[src/rtl/led_pkg.sv]
// Shared types and seed helper for the LED pattern engine.
package led_pkg;

    typedef enum logic [1:0] {
        MODE_ROTL   = 2'd0,
        MODE_ROTR   = 2'd1,
        MODE_BOUNCE = 2'd2,
        MODE_COUNT  = 2'd3
    } led_mode_e;

    typedef enum logic {
        DIR_LEFT  = 1'b0,
        DIR_RIGHT = 1'b1
    } led_dir_e;

    localparam int unsigned MaxLeds = 32;

    // Starting pattern for a mode; callers truncate to their LED count.
    function automatic logic [MaxLeds-1:0] seed(led_mode_e mode, int unsigned n);
        logic [MaxLeds-1:0] s;
        case (mode)
            MODE_ROTR:  s = MaxLeds'(1) << (n - 1);
            MODE_COUNT: s = '0;
            default:    s = MaxLeds'(1);
        endcase
        return s;
    endfunction

endpackage

[src/rtl/btn_debounce.sv]
// Two-flop synchroniser followed by a stability counter for an active-low push button.
module btn_debounce #(
    parameter int unsigned DEB_CYCLES = 250_000
) (
    input  logic clk_i,
    input  logic rst_ni,
    input  logic btn_i,
    output logic btn_o
);

    localparam int unsigned CntW = (DEB_CYCLES > 1) ? $clog2(DEB_CYCLES) : 1;
    localparam logic [CntW-1:0] CntMax = CntW'(DEB_CYCLES - 1);

    logic            sync1_q, sync2_q;
    logic            btn_q, btn_d;
    logic [CntW-1:0] cnt_q, cnt_d;

    always_ff @(posedge clk_i or negedge rst_ni) begin
        if (!rst_ni) begin
            sync1_q <= 1'b1;
            sync2_q <= 1'b1;
            btn_q   <= 1'b1;
            cnt_q   <= '0;
        end else begin
            sync1_q <= btn_i;
            sync2_q <= sync1_q;
            btn_q   <= btn_d;
            cnt_q   <= cnt_d;
        end
    end

    // Any cycle where the synced level matches the accepted level restarts the count.
    always_comb begin
        btn_d = btn_q;
        cnt_d = '0;
        if (sync2_q != btn_q) begin
            if (cnt_q == CntMax) begin
                btn_d = sync2_q;
            end else begin
                cnt_d = cnt_q + CntW'(1);
            end
        end
    end

    assign btn_o = btn_q;

endmodule

[src/rtl/led_pattern_gen.sv]
// LED pattern engine: prescaled stepping through rotate, bounce or count patterns,
// with a debounced restart button and a pause input.
module led_pattern_gen
    import led_pkg::*;
#(
    parameter int unsigned N_LEDS     = 8,
    parameter int unsigned DIV        = 12_500_000,
    parameter int unsigned DEB_CYCLES = 250_000
) (
    input  logic              clk_i,
    input  logic              rst_ni,
    input  logic              btn_i,
    input  logic [1:0]        mode_i,
    input  logic              pause_i,
    output logic [N_LEDS-1:0] led_o,
    output logic              step_o
);

    localparam int unsigned CntW = $clog2(DIV);
    localparam logic [CntW-1:0] CntMax = CntW'(DIV - 1);

    logic              btn_db;
    led_mode_e         mode_in;
    led_mode_e         mode_q, mode_d;
    led_dir_e          dir_q, dir_d, nxt_dir;
    logic [CntW-1:0]   cnt_q, cnt_d;
    logic [N_LEDS-1:0] led_q, led_d, nxt, seed_w;
    logic              step_q, step_d;

    btn_debounce #(
        .DEB_CYCLES(DEB_CYCLES)
    ) u_btn_debounce (
        .clk_i (clk_i),
        .rst_ni(rst_ni),
        .btn_i (btn_i),
        .btn_o (btn_db)
    );

    assign mode_in = led_mode_e'(mode_i);
    assign seed_w  = N_LEDS'(seed(mode_in, N_LEDS));

    always_ff @(posedge clk_i or negedge rst_ni) begin
        if (!rst_ni) begin
            cnt_q  <= '0;
            mode_q <= MODE_ROTL;
            dir_q  <= DIR_LEFT;
            led_q  <= N_LEDS'(1);
            step_q <= 1'b0;
        end else begin
            cnt_q  <= cnt_d;
            mode_q <= mode_d;
            dir_q  <= dir_d;
            led_q  <= led_d;
            step_q <= step_d;
        end
    end

    // Step function for the current mode.
    always_comb begin
        nxt     = led_q;
        nxt_dir = dir_q;
        unique case (mode_q)
            MODE_ROTL: nxt = {led_q[N_LEDS-2:0], led_q[N_LEDS-1]};
            MODE_ROTR: nxt = {led_q[0], led_q[N_LEDS-1:1]};
            MODE_BOUNCE: begin
                if (dir_q == DIR_LEFT) begin
                    nxt = led_q << 1;
                    if (led_q[N_LEDS-2]) nxt_dir = DIR_RIGHT;
                end else begin
                    nxt = led_q >> 1;
                    if (led_q[1]) nxt_dir = DIR_LEFT;
                end
            end
            MODE_COUNT: nxt = led_q + N_LEDS'(1);
        endcase
        // A corrupted shift pattern restarts from the seed rather than propagating.
        if (mode_q != MODE_COUNT && !$onehot(led_q)) begin
            nxt     = seed_w;
            nxt_dir = DIR_LEFT;
        end
    end

    always_comb begin
        cnt_d  = cnt_q;
        mode_d = mode_q;
        dir_d  = dir_q;
        led_d  = led_q;
        step_d = 1'b0;
        if (!btn_db) begin
            led_d = seed_w;
            cnt_d = '0;
            dir_d = DIR_LEFT;
        end else if (mode_in != mode_q) begin
            led_d  = seed_w;
            cnt_d  = '0;
            dir_d  = DIR_LEFT;
            mode_d = mode_in;
        end else if (pause_i) begin
            cnt_d = cnt_q;
        end else if (cnt_q == CntMax) begin
            cnt_d  = '0;
            led_d  = nxt;
            dir_d  = nxt_dir;
            step_d = 1'b1;
        end else begin
            cnt_d = cnt_q + CntW'(1);
        end
    end

    assign led_o  = led_q;
    assign step_o = step_q;

endmodule

[config.mk]
export PLATFORM = sky130hd
export DESIGN_NAME = led_pattern_gen
export DESIGN_NICKNAME = d
export VERILOG_FILES = /design/src/rtl/led_pkg.sv /design/src/rtl/btn_debounce.sv /design/src/rtl/led_pattern_gen.sv
export SDC_FILE = /design/constraint.sdc
export NUM_CORES = 1
export LEC_CHECK = 0
export CAP_MARGIN = 20
export CORE_ASPECT_RATIO = 1.2
export CORE_MARGIN = 3
export CORE_UTILIZATION = 65
export DETAILED_ROUTE_END_ITERATION = 8
export PLACE_DENSITY = 0.9
export SETUP_SLACK_MARGIN = 0.02
export SYNTH_ARGS = -nofsm -noshare
export SYNTH_HDL_FRONTEND = slang
export SYNTH_SLANG_ARGS = --single-unit
[constraint.sdc]
create_clock -name clk_i -period 6.4 [get_ports clk_i]
set_input_delay 0.96 -clock clk_i [delete_from_list [all_inputs] [get_ports clk_i]]
set_output_delay 0.96 -clock clk_i [all_outputs]
set_load 0.1 [all_outputs]
==> summary.txt, run 1 <==
Synthesis
  • Proportion of synthesized area in mux cells: 2.63%
  • Post-synth top area cell: dfrtp_1
  • FF+latch count, synth: 57
  • Synth Area in Simple Gates: 27.8%
  • Gate Count Post-Synth: 374
  • Area share of the largest cell type after synthesis: 38.7%
  • Yosys Warn Count: 0
  • Synth top area cells: dfrtp_1, nor2_1, xnor2_1, xor2_1, nand3_1
  • Post-synth net total: 390
  • Synthesized area: 3430 um2
  • Xor/xnor share of the synthesized area: 8.94%
  • Sequential-to-total area share from yosys stat: 41.7%
  • Compound-Gate Fraction of Synth Area: 10.7%
  • Async set-reset flop share out of synthesis: 100%
  • Synthesized area per cell: 9.17 um2
  • Most used DFF post-synth: dfrtp_1
  • Largest family of logic cells by synthesized area: simple AND/OR/NAND/NOR gates
  • EDFF count, synth: 0
  • Post-synthesis adder-cell area fraction: 4.52%
  • Synth cell types: 55

Place
  • Gp weighted congestion: 0.969
  • Area after DPL: 3590 um2
  • DP HPWL: 4960 um
  • Cells after DPL: 435
  • # port buffers: 14
  • Pre-CTS setup slack: 2.23 ns

Clock network
  • CTS tree: yes
  • Post-CTS setup buffers: 0
  • CTS Hold Bufs: 0
  • Clock transition at path regs: 0.07 ns
  • Root buffer cell: clkbuf_8
  • H-tree levels: 3
  • Total CTS buffers: 9
  • Sink Count: 57
  • Post_cts resized: 0
  • CTS Buffer Depth: 2
  • Worst-Skew Late Latency: 0.34 ns

Pwr
  • Pwr/cell area: 200 nW/um2
  • Worst vdd ir: 0.155 mV
  • Leakage: 1.51 nW
  • Total chip power: 0.761 mW

Floorplanning
  • Die area: 6190 um2
  • Chip Height: 85.6 um
  • Die W: 72.3 um
  • FP Rows: 28
  • Core ar.: 5010 um2
  • Starting Density: 68.5%
  • I/O pin cnt: 15

Timing
  • Final Cycle Share: 65.6%
  • Final min period: 4.20 ns
  • Setup_tns: 0 ns
  • Max-slew headroom: 33.9%
  • Measured slew at the worst slew-check pin: 0.989 ns
  • Highest clock rate: 0.238 GHz
  • Final Setup Violations: 0
  • Fin Clk Skew: 0.00785 ns
  • RSZ-0062 raised after global routing: no
  • Final hold viol count: 0
  • Slew Viols, Final: 0
  • Final worst slack: 2.20 ns

Critical path
  • R2R Setup Slk: 2.20 ns
  • Reg2reg path depth: 13
  • Worst R2R End: led_o[4]$_DFFE_PN0P_
  • R2r startpoint: led_o[0]$_DFFE_PN1P_
  • Worst Path Arrival: 4.46 ns
  • CP Capture Type: flop
  • Startpoint types: flop
  • Critical Path RT: 6.66 ns
  • CP Class: flop to flop
  • Critical path fanouts, max: 7

Global routing
  • Grt ovf: 0
  • Largest net degree at the start of global routing: 58
  • Total track usage: 26.7%
  • Initial antenna violation count: 0
  • Global-route wire length before repair: 12900 um
  • Vias in the first global route: 2863

Min path
  • Hold depth: 0
  • Worst hold-check path type: flop to flop
  • Hold endpoint: u_btn_debounce.sync2_q$_DFF_PN1_
  • Hold_sp: u_btn_debounce.sync1_q$_DFF_PN1_

Route
  • Final ANT Viol Nets: 0
  • Drt wl/cell: 16.2 um
  • Avg Vias per Cell: 6.34
  • Final wirelength: 7290 um
  • DRC viols: 0
  • Iter 0 DRT Violations: 286
  • Routed via count: 2860
  • Pre-antenna DRT Iters: 5

Layout
  • Fin nets: 402
  • Finished Layout Cells: 451
  • Final Cell Area: 3800 um2
  • Area Growth Syn to Fin: 10.7%
  • N_diodes: 0
  • Share of cells above drive strength 1: 11.5%

Job
  • MaxCap Viol Count: 0

Status
  • Outcome: finished, final reports clean
worst max path at each step:
stage,from,end,cells past startpoint
CTS,led_o[0]$_DFFE_PN1P_,led_o[5]$_DFFE_PN0P_,13
global route,led_o[0]$_DFFE_PN1P_,led_o[5]$_DFFE_PN0P_,13
global placement,led_o[0]$_DFFE_PN1P_,led_o[5]$_DFFE_PN0P_,13
finish,led_o[0]$_DFFE_PN1P_,led_o[4]$_DFFE_PN0P_,13
floorplan,led_o[3]$_DFFE_PN0P_,led_o[0]$_DFFE_PN1P_,13
detailed placement,led_o[0]$_DFFE_PN1P_,led_o[5]$_DFFE_PN0P_,13
kinds of logic after synthesis:
family	Yosys count
AO/OA/AOI/OAI	59
buffers and inverters	32
adder cells (fa/ha/maj)	10
AND/OR/NAND/NOR	174
flip-flops	57
XOR/XNOR	35
multiplexers	7
cell usage after synthesis (3+ instances only):
cell and n:
dfrtp_1 53, inv_1 18, xnor2_1 19, nand4_1 7
xor2_1 16, o21ai_0 15, or4_1 5, ha_1 6
nand3_1 26, mux2_2 6, or3_1 6, nor4_1 5
clkbuf_1 7, nand2_1 30, fa_1 4, nand2b_1 3
o2111ai_1 3, a211oi_1 5, buf_2 6, a21oi_1 17
a31oi_1 4, dfstp_2 4, nor3_1 7, nor3b_1 3
nor2_1 50, and3_1 8
cell type report:
class	instances	area, um2
Sequential cell	57	1430
Inverter	18	67.6
Clock buffer	10	128
Fill cell	341	1210
Multi-Input combinational cell	285	1870
Clock inverter	6	82.6
Timing Repair Buffer	15	143
Tap cell	60	75.1
per-stage QoR:
stage	util, %	hold slack [ns]
after floorplan	-	0.345
after global placement	71.6	0.359
after detailed placement	71.6	0.354
after CTS	75.8	0.356
after global routing	75.8	0.367
final	75.8	0.354
sequential cells by signal, summed over array words and instances, names as in the netlist:
| register | cells |
|---|---|
| cnt_q | 24 |
| u_btn_debounce.cnt_q | 18 |
| led_o | 8 |
| mode_q | 2 |
| dir_q | 1 |
| step_o | 1 |
| u_btn_debounce.btn_o | 1 |
| u_btn_debounce.sync1_q | 1 |
| u_btn_debounce.sync2_q | 1 |
layout by cell type, fill, tap and decap left out, types with 9 or more instances in the layout:
| cell | Yosys | layout |
|---|---|---|
| dfrtp_1 | 53 | 53 |
| clkbuf_8 | 0 | 9 |
| clkdlybuf4s50_1 | 0 | 13 |
| o21ai_0 | 15 | 15 |
| xnor2_1 | 19 | 19 |
| a21oi_1 | 17 | 17 |
| nand3_1 | 26 | 26 |
| nand2_1 | 30 | 30 |
| nor2_1 | 50 | 50 |
| xor2_1 | 16 | 16 |
| inv_1 | 18 | 18 |
per-layer routing:
layer	vias up	track usage, %	wire length [um]
met1	1390	34.4	3140
li1	1353	-	-
met2	96	41.9	3600
met5	-	0	0
met3	21	6.80	371
met4	0	12.6	176
worst max-delay path, cell delays in order (launching register included):
cell	delay (ns)
dfstp_2	0.59
inv_1	0.09
fa_1	0.55
fa_1	0.42
fa_1	0.44
inv_1	0.06
ha_1	0.15
inv_1	0.06
fa_1	0.50
nand4b_1	0.09
a211o_1	0.23
a31oi_1	0.37
nand4_1	0.31
o21ai_0	0.23
power by group:
part,leakage (nW),total [mW],internal [mW],switching (mW)
sequential,0.779,0.367,0.364,0.00325
clock,0.106,0.361,0.217,0.144
combinational,0.626,0.0325,0.00955,0.0230
total,1.51,0.761,0.590,0.170
Power figures use the tool's default switching activity.
==> inputs of run 2 (changes only) <==
- CORE_UTILIZATION: 65 -> 61
- PLACE_DENSITY: 0.9 -> 0.85
- clock period: 6.4 -> 4.1 ns (I/O delays scaled with it)
==> summary.txt, run 2 (synthesized netlist as in run 1, its figures left out) <==
Critical path
  • Crit path max-delay cell type: dfstp_4
  • Critical path cell sequence: inv_4 -> fa_1 -> fa_1 -> fa_1 -> inv_1 -> ha_2 -> inv_2 -> fa_1 -> nand4b_1 -> a211o_1 -> a31oi_4 -> nand4_1 -> buf_6 -> o21bai_1
  • CP Class: flop to flop
  • CP most frequent cell: fa_1
  • Worst Path Arrival: 4.29 ns
  • Critical path fanouts, max: 6
  • CP Capture Type: flop
  • R2R Setup Slk: 0.07 ns
  • Startpoint types: flop
  • Setup crit start: led_o[0]$_DFFE_PN1P_
  • Critical Path RT: 4.36 ns
  • Max incr delay on CP: 0.66 ns
  • R2r startpoint: led_o[0]$_DFFE_PN1P_

Layout
  • Share of cells above drive strength 1: 16.1%
  • Largest register FFs: 24
  • Fin nets: 409
  • Multi-input logic area: 1910 um2
  • Area Growth Syn to Fin: 13.6%
  • Final Util: 72.6%
  • N_diodes: 0
  • Layout fillers: 405
  • Register area: 1440 um2
  • Commonest non-fill, non-tap cell in the layout: dfrtp_1
  • Largest Register: cnt_q
  • Most frequent cells in the layout: dfrtp_1, nor2_1, nand2_1, nand3_1, xnor2_1

Place
  • DP HPWL: 5150 um
  • Gp weighted congestion: 0.890
  • # port buffers: 14

Global routing
  • Total track usage: 25.1%
  • Largest net degree at the start of global routing: 58
  • Grt ovf: 0
  • Global-route wire length before repair: 12700 um
  • Vias in the first global route: 2830
  • Initial antenna violation count: 0

Floorplanning
  • Core ar.: 5370 um2
  • FP Rows: 29
  • I/O pin cnt: 15
  • Starting Density: 63.9%
  • Die area: 6560 um2
  • Die W: 74.5 um
  • Chip Height: 88.1 um

Timing
  • Max-slew headroom: 32.9%
  • Worst hold slack: 0.353 ns
  • Final Setup Violations: 0
  • Final hold viol count: 0
  • Final Cycle Share: 98.3%
  • Highest clock rate: 0.248 GHz
  • Fin Clk Skew: 0.0129 ns
  • Slew Viols, Final: 0
  • Final min period: 4.03 ns
  • RSZ-0062 raised after global routing: yes
  • Measured slew at the worst slew-check pin: 1.00 ns

Route
  • Iter 0 DRT Violations: 210
  • Avg Vias per Cell: 6.37
  • Final ANT Viol Nets: 0
  • Final wirelength: 7690 um
  • DRC viols: 0
  • Drt wl/cell: 16.7 um
  • Routed via count: 2929
  • Pre-antenna DRT Iters: 5

Min path
  • Worst hold-check path type: flop to flop
  • Hold_sp: u_btn_debounce.sync1_q$_DFF_PN1_

Clock network
  • Sink Count: 57
  • Root buffer cell: clkbuf_8
  • CTS Buffer Depth: 2
  • H-tree levels: 3
  • CTS Hold Bufs: 0
  • CTS tree: yes
  • Total CTS buffers: 9
  • Clock transition at path regs: 0.08 ns
  • Worst-Skew Late Latency: 0.35 ns

Pwr
  • Pwr/cell area: 300 nW/um2
  • Leakage: 1.53 nW
  • Worst vdd ir: 0.253 mV

Status
  • Outcome: finished, final reports clean

Job
  • MaxCap Viol Count: 0
## run 2: cell types whose count changed in the layout (fill, tap and decap cells not counted), sizes merged
cell / before / now
clkinvlp: 1 / 3
clkinv: 3 / 1
bufinv: 2 / 1
inv: 18 / 19
buf: 2 / 9
## run 2: layer usage
| metal | GRT usage [%] | up-vias | wire [um] |
|---|---|---|---|
| met2 | 42.7 | 103 | 3980 |
| met3 | 5.40 | 18 | 411 |
| met5 | 0 | - | 0 |
| li1 | - | 1366 | - |
| met4 | 11.2 | 0 | 115 |
| met1 | 30.3 | 1442 | 3170 |
## run 2: stage by stage
| stage | total power, mW | instance area, um2 | cells | worst slack [ns] | setup TNS, ns |
|---|---|---|---|---|---|
| after floorplan | 0.611 | 3450 | 374 | 0.0394 | 0 |
| after global placement | 0.635 | 3630 | 440 | 0.161 | 0 |
| after detailed placement | 0.636 | 3630 | 440 | 0.0841 | 0 |
| after CTS | 1.17 | 3840 | 456 | 0.0202 | 0 |
| after global routing | 1.20 | 3900 | 460 | -0.0883 | -0.484 |
| final | 1.17 | 3900 | 460 | 0.0688 | 0 |
## run 2: layout make-up
cell class	count	share of cell area, %
Multi-Input combinational cell	285	49.0
Sequential cell	57	36.9
Timing Repair Buffer	22	5.10
Clock buffer	10	3.53
Tap cell	62	1.99
Inverter	18	1.80
Clock inverter	6	1.70
## run 2: worst max-delay path: cells and delay by family (launching register included)
family          cells  cell delay [ns]
compound gates      3             0.61
simple gates        2             0.26
flops               1             0.66
fa+ha+maj           5             2.09
buf+inv             4             0.32
## run 2: worst paths after layout
| kind | end | depth (start not counted) |
|---|---|---|
| setup / recovery | led_o[2]$_DFFE_PN0P_ | 14 |
| hold / removal | u_btn_debounce.sync2_q$_DFF_PN1_ | 0 |
| setup reg to reg | led_o[2]$_DFFE_PN0P_ | 14 |
| hold reg to reg | u_btn_debounce.sync2_q$_DFF_PN1_ | 0 |
| max in group asynchronous | led_o[1]$_DFFE_PN0P_ | 2 |
| min in group asynchronous | led_o[3]$_DFFE_PN0P_ | 2 |
## run 2: report_power, final
group          internal (mW)  total, mW  leakage [nW]  switching [mW]
clock                  0.298      0.539        0.0949           0.241
sequential             0.568      0.573         0.776         0.00523
combinational         0.0176     0.0555         0.662          0.0379
## run 2: repair_timing
action                                  in CTS  in global routing
setup buffers                                0                  4
endpoints found under the setup margin       0                  9
resized for setup                            0                 13
